File: src/rtl/y_quant_8x8_if.sv
// Block-level bus for the luminance quantizer: full 8x8 coefficient block in, quantized block out.
interface y_quant_8x8_if;
  logic              enable;
  logic signed [10:0] Z [0:7][0:7];
  logic signed [10:0] Q [0:7][0:7];
  logic              out_enable;

  modport master (output enable, output Z, input Q, input out_enable);
  modport slave  (input enable, input Z, output Q, output out_enable);
endinterface

File: src/rtl/y_quant_8x8.sv
// JPEG luminance quantizer: 64 parallel reciprocal multiplies, then a rounding shift; 2-cycle latency.
// Build option: define Y_QUANT_ROUNDING_EN for round-half-up, otherwise results are floored.
module y_quant_8x8 (
  input  logic           clk,
  input  logic           rst,
  y_quant_8x8_if.slave   bus
);
  typedef logic        [0:7][0:7][6:0]  qt_tab_t;
  typedef logic        [0:7][0:7][11:0] recip_tab_t;
  typedef logic signed [23:0]           prod_t;

  localparam qt_tab_t QT = '{
    '{7'd16, 7'd11, 7'd10, 7'd16, 7'd24,  7'd40,  7'd51,  7'd61},
    '{7'd12, 7'd12, 7'd14, 7'd19, 7'd26,  7'd58,  7'd60,  7'd55},
    '{7'd14, 7'd13, 7'd16, 7'd24, 7'd40,  7'd57,  7'd69,  7'd56},
    '{7'd14, 7'd17, 7'd22, 7'd29, 7'd51,  7'd87,  7'd80,  7'd62},
    '{7'd18, 7'd22, 7'd37, 7'd56, 7'd68,  7'd109, 7'd103, 7'd77},
    '{7'd24, 7'd35, 7'd55, 7'd64, 7'd81,  7'd104, 7'd113, 7'd92},
    '{7'd49, 7'd64, 7'd78, 7'd87, 7'd103, 7'd121, 7'd120, 7'd101},
    '{7'd72, 7'd92, 7'd95, 7'd98, 7'd112, 7'd100, 7'd103, 7'd99}
  };

  // Division becomes a multiply by round(4096/qt); evaluated at elaboration only.
  function automatic recip_tab_t build_recip(qt_tab_t qt);
    recip_tab_t r;
    for (int i = 0; i < 8; i++) begin
      for (int j = 0; j < 8; j++) begin
        int q;
        q       = int'(qt[i][j]);
        r[i][j] = 12'((4096 + q / 2) / q);
      end
    end
    return r;
  endfunction

  localparam recip_tab_t RECIP = build_recip(QT);

`ifdef Y_QUANT_ROUNDING_EN
  localparam prod_t BIAS = 24'sd2048;
`else
  localparam prod_t BIAS = 24'sd0;
`endif

  prod_t p [0:7][0:7];
  logic  valid1;

  // NOTE: the product array is 64 ordinary pipeline flops, not a RAM, so it is reset like any register.
  always_ff @(posedge clk or negedge rst) begin
    if (!rst) begin
      valid1 <= 1'b0;
      for (int i = 0; i < 8; i++)
        for (int j = 0; j < 8; j++)
          p[i][j] <= '0;
    end else begin
      // NOTE: non-blocking so stage 2 sees last cycle's products, not the ones being written now.
      valid1 <= bus.enable;
      if (bus.enable) begin
        for (int i = 0; i < 8; i++)
          for (int j = 0; j < 8; j++)
            p[i][j] <= prod_t'(bus.Z[i][j]) * prod_t'({12'd0, RECIP[i][j]});
      end
    end
  end

  // |Q| never exceeds 103, so dropping the upper bits after the shift loses nothing.
  always_ff @(posedge clk or negedge rst) begin
    if (!rst) begin
      bus.out_enable <= 1'b0;
      for (int i = 0; i < 8; i++)
        for (int j = 0; j < 8; j++)
          bus.Q[i][j] <= '0;
    end else begin
      bus.out_enable <= valid1;
      if (valid1) begin
        for (int i = 0; i < 8; i++)
          for (int j = 0; j < 8; j++)
            bus.Q[i][j] <= 11'((p[i][j] + BIAS) >>> 12);
      end
    end
  end
endmodule

File: src/flat_wrapper.sv
// flat-port wrapper written by rule: the top's interface ports become plain ports
module y_quant_8x8_flat 
  (clk, rst, bus_enable, bus_Z, bus_Q, bus_out_enable);
  y_quant_8x8_if bus_i ();
  input  logic clk;
  input  logic rst;
  input wire logic [$bits(bus_i.enable)-1:0] bus_enable;
  input wire logic [$bits(bus_i.Z)-1:0] bus_Z;
  output wire logic [$bits(bus_i.Q)-1:0] bus_Q;
  output wire logic [$bits(bus_i.out_enable)-1:0] bus_out_enable;
  assign bus_i.enable = bus_enable;
  assign bus_i.Z = {>>{bus_Z}};
  assign bus_Q = {>>{bus_i.Q}};
  assign bus_out_enable = bus_i.out_enable;
  y_quant_8x8 u_core (.clk(clk), .rst(rst), .bus(bus_i));
endmodule
File: config.mk
export PLATFORM = sky130hd
export DESIGN_NAME = y_quant_8x8_flat
export DESIGN_NICKNAME = d
export VERILOG_FILES = /design/src/rtl/y_quant_8x8_if.sv /design/src/rtl/y_quant_8x8.sv /design/src/flat_wrapper.sv
export SDC_FILE = /design/constraint.sdc
export NUM_CORES = 2
export LEC_CHECK = 0
export ABC_AREA = 1
export CAP_MARGIN = 20
export CORE_AREA = 2 2 551 553
export CTS_BUF_LIST = sky130_fd_sc_hd__clkbuf_4 sky130_fd_sc_hd__clkbuf_8
export DETAILED_ROUTE_END_ITERATION = 12
export DIE_AREA = 0 0 553 555
export PLACE_DENSITY_LB_ADDON = 0.25
export SKIP_CTS_REPAIR_TIMING = 1
export SYNTH_ARGS = -nofsm -noshare
export SYNTH_HDL_FRONTEND = slang
export SYNTH_SLANG_ARGS = --single-unit
File: constraint.sdc
create_clock -name clk -period 1.5 [get_ports clk]
set_input_delay 0.15 -clock clk [delete_from_list [all_inputs] [get_ports clk]]
set_output_delay 0.15 -clock clk [all_outputs]
set_load 0.02 [all_outputs]
Word-level counts from Yosys, hierarchy flattened
Cells that the tools add are included.
- $mul: 59
- operators by type and width (operator ; count):
    multiplier 11 x 7 -> 18 bit (second input constant) ; 22
    multiplier 11 x 8 -> 19 bit (second input constant) ; 10
    multiplier 11 x 10 -> 21 bit (second input constant) ; 6
    multiplier 11 x 9 -> 20 bit (second input constant) ; 6
    multiplier 11 x 6 -> 17 bit (second input constant) ; 7
    multiplier 11 x 4 -> 15 bit (second input constant) ; 5
    multiplier 11 x 5 -> 16 bit (second input constant) ; 3
- output and inout port bits: 705
- bits of input ports: 707
- flip-flop bits (word level): 1576

Depth between registers and ports, before layout
- depth after elaboration: 1
- gate-level depth with buffers: 21

Least setup slack after synthesis
Ideal clock, no wire load.
- kind: input to register
- from: input bus_Z[512]
- to: register, netlist name u_core.p[1124]
- data required time: 1.383 ns
- data arrival time: 3.570 ns
- setup slack: -2.187 ns
- stages: 19
- cell sequence: ha_1 > fa_1 > inv_1 > fa_1 > inv_1 > fa_1 > inv_1 > fa_1 > inv_1 > ha_1 > nand2_1 > nor2_1 > nand4_1 > nand3_1 > nand3_1 > nand2_1 > nand2_1 > nand3_1 > nand2_1
- cells in the longest elaborated chain, start to end: 1
- RTL lines (item ; line ; text):
    start: declaration ; flat_wrapper.sv:8 ; input wire logic [$bits(bus_i.Z)-1:0] bus_Z;
    multiplier 11 x 10 -> 21 bit ; y_quant_8x8.sv:60 ; p[i][j] <= prod_t'(bus.Z[i][j]) * prod_t'({12'd0, RECIP[i][j]});
No other way between the ends.
A chain may end at the register's enable or synchronous reset.

Worst setup path after layout
- from: input bus_Z[513]
- to: register u_core.p[1116] in the netlist's numbering
- cells in the longest elaborated chain, start to end: 1
- RTL lines (item ; line ; text):
    multiplier 11 x 10 -> 21 bit ; y_quant_8x8.sv:60 ;
    end signal: indexed assignment ; y_quant_8x8.sv:60 ;
    end: declaration ; y_quant_8x8.sv:44 ; prod_t p [0:7][0:7];
No other way between the ends.

==> results.md <==
* Largest net degree at the start of global routing at 75
* GPL Wtd Cong at slightly above 0.9
* R2R depth at 3
* Synth Cell Area at 0.115 mm2
* Clock-pin slew on the worst setup and hold paths at approximately 0.050 ns
* Routed wire length at 365,000 um
* EDFF count, synth at 0
* Yosys cell types at 53
* Initial antenna violation count at around 160
* DR vias/cell at ~4.7
* Fraction of registers with async set/reset at 100%
* Hold Violations, Final at 0
* Area leader, netlist: ha_1
* Hold Path Stages at 8
* Core Area at between 0.3 and 0.4 mm2
* P_sw at between 100,000 and 150,000 uW
* Chip Width at ~550 um
* Die Y at about 560 um
* Comb pwr share at a little under three quarters
* First-pass GRT wire length at around 560,000 um
* Fmax at ~0.34 GHz
* Status: complete, but fails checks
* Met2 GRT Util at between 30% and 40%
* Critical path peak fanout at 3
* Met1 usage at between 20% and 30%
* Clk_skew at between 0.07 and 0.08 ns
* WP buf/inv at 6
* Slew headroom at around 67%
* Max_cap viols at 0
* Hold_ws at roughly 0.0011 ns
* Row cnt at between 200 and 250
* Fin crit share at 195%
* Failing checks: negative setup slack
* Synth Area per Inst at 8.12 um2
* Leakage at just under 0.09 uW
* Drt wl/cell at between 15 and 20 um
* Setup CP Type: input port to register
* Root Buffer: clkbuf_8
* Crit path depth at 18
* Layout Nets at about 21,000
* FF-to-FF Start: u_core.valid1$_DFF_PN0_
* 1st-pass router iterations at 6
* Slew at the pin closest to its max-slew limit at between 0.4 and 0.5 ns
* Period minus WS final at approximately 2.9 ns
* Via count at 102,000
* Top delay family on crit path: adder cells
* DRT antenna net count at 0
* Layout area overhead at 43.7%
* Residual DRC at 0
* Count leader, synth: inv_1
* Initial core utilization at 38.3%
* Syn_nets at approximately 18,000
* Largest stage delay, worst path at 0.53 ns
* Int Pwr at roughly 130,000 uW
* Sw Share at roughly 46%
* Post-synth top area share at between 20% and 30%
* Area contributors post-synth: ha_1, dfrtp_1, fa_1, inv_1, nand2_1
* CTS buffer count at approximately 180
* Grt met3 use at 5.70%
* Hold Crit Class: input port to register
* Layout cells sized above 1 at roughly 29%
* Worst setup path start: bus_Z[513]
* Crit path top cell by count: fa_1
* Commonest cells in the netlist: inv_1, nand2_1, ha_1, fa_1, dfrtp_1
* Critical path's slowest cell: fa_1
* Crit path capture type: register
* Critical Path AT at about 3.8 ns
* Final setup vio count at approximately 1,100
* TNS Setup at -748.34 ns
* Fin. max-slew vios at 0
* Seq pwr share at between 10% and 20%
* Cells along the critical path: buf_12, ha_4, inv_2, fa_1, inv_2, fa_1, fa_1, inv_1, fa_1, inv_2, ha_4, nand2_4, nor2_4, nand4_1, nand3_4, buf_6, xnor2_2, o21ai_1
* Final WS setup at -1.43 ns
* Max H-tree Level at 4
* Hold Crit Start: bus_Z[493]
* Global route overflow at 0
* Most Crowded Layer GR: met2
* IO buf count at between 1,000 and 1,500
* Boundary Pins at 1,412
* Pwr Density at approximately 1500 mW/mm2
* Hpwl dp at between 300,000 and 400,000 um
* Required time worst endpoint at approximately 2.3 ns
* Clock Sinks at 892
* RSZ-0062 raised after global routing: yes
* DRT iter0 DRCs at roughly 4,500
* Total GRT Usage at 23.1%
* Clock Power Share at around 12%
* Startpoint types: input port
* Vias in the first global route at 102,000
* Yosys reg bits at a little under 900
* Full die area at a little over 0.3 mm2
* VDD IR max at 0.00101 V
* Clk_lat worst skew at between 0.9 and 1 ns
* Main flop type after synthesis: dfrtp_1
* Mapped Cells at 14,200
* Max Buffers Root-to-Sink at 4
* Sequential area share after synthesis at 19.3%
* CTS tree: built
* Fillers at 27,400
* Yosys warns at 0
kinds of logic (layout without fill, tap and decap cells):
kind of cell               after synthesis  count (layout)  share of synthesized area [%]
and+or+nand+nor                       4552            4552                           16.6
buffers and inverters                 3730            7172                           13.2
adders and majority gates             3043            3043                           39.0
AOI/OAI and AO/OA                     1447            1447                           6.89
DFF                                    892             892                           19.3
muxes                                  370             370                           3.61
xor gates and xnor gates               178             178                           1.36
other                                    0              61                              0
worst register-to-register path, stage by stage, from the launching register on:
cell     delay, ns
dfrtp_4       0.49
buf_12        0.21
buf_12        0.27
mux2_2        0.39
metrics by stage:
stage,total power [uW],util (%),cells,setup slack (ns),area [um2]
floorplan,136000,-,14200,-1.98,122000
global placement,193000,51.1,21100,-2.84,154000
detailed placement,195000,51.1,21100,-2.83,154000
CTS,227000,52.5,21500,-1.76,158000
global route,268000,55.0,21700,-1.46,166000
finish,247000,55.1,21700,-1.43,166000
layer usage:
| layer | part of all wire [%] | routed length, um | vias up |
|---|---|---|---|
| met2 | 47 | 172000 | 1974 |
| li1 | - | - | 51400 |
| met5 | 0.22 | 805 | - |
| met3 | 6.3 | 23000 | 584 |
| met1 | 44 | 159000 | 48400 |
| met4 | 2.8 | 10300 | 124 |
cells in the final DEF, fill, tap and decap left out, types with 481 or more instances in the layout:
cell type / Yosys / final
inv_1: 3306 / 2940
nand2_1: 2661 / 2333
buf_4: 306 / 1951
ha_1: 2115 / 1562
clkdlybuf4s50_1: 0 / 1011
dfrtp_1: 892 / 890
fa_1: 928 / 882
nand3_1: 835 / 651
nor2_1: 679 / 532
ha_4: 0 / 517
a21oi_1: 686 / 481
state kept, by name, indices dropped and copies added (netlist names):
register	count
u_core.bus.Q	445
u_core.p	445
u_core.valid1	1
u_core.bus.out_enable	1
power groups by stage:
stage / Clock [uW] / Sequential, uW / Combinational (uW)
after detailed placement: 0 / 39900 / 155000
after global routing: 32400 / 40600 / 195000
after global placement: 0 / 39800 / 154000
after floorplan: 0 / 42300 / 93900
after CTS: 31400 / 39600 / 156000
final: 30500 / 39700 / 177000
final timing paths:
path	end	slack, ns
worst max-delay path	u_core.p[1116]$_DFFE_PN0P_	-1.43
worst min-delay path	u_core.p[1073]$_DFFE_PN0P_	0.001
worst max register to register	u_core.bus.Q[354]$_DFFE_PN0P_	0.04
worst min register to register	u_core.bus.Q[523]$_DFFE_PN0P_	0.46
max in group asynchronous	u_core.bus.Q[552]$_DFFE_PN0P_	0.24
min in group asynchronous	u_core.bus.Q[309]$_DFFE_PN0P_	0.50
area by class of cell:
cell class	count	area (um2)	share of cell area (%)
sequential	892	22300	13.5
inverter	3310	12700	7.64
clock buffer	245	3170	1.91
antenna	61	153	0.0920
timing repair buffer	3538	31700	19.1
tap	3978	4980	3.00
multi-input combinational	9590	89900	54.2
clock inverter	79	1040	0.630
Note: power is estimated with default switching activity, not from simulation.
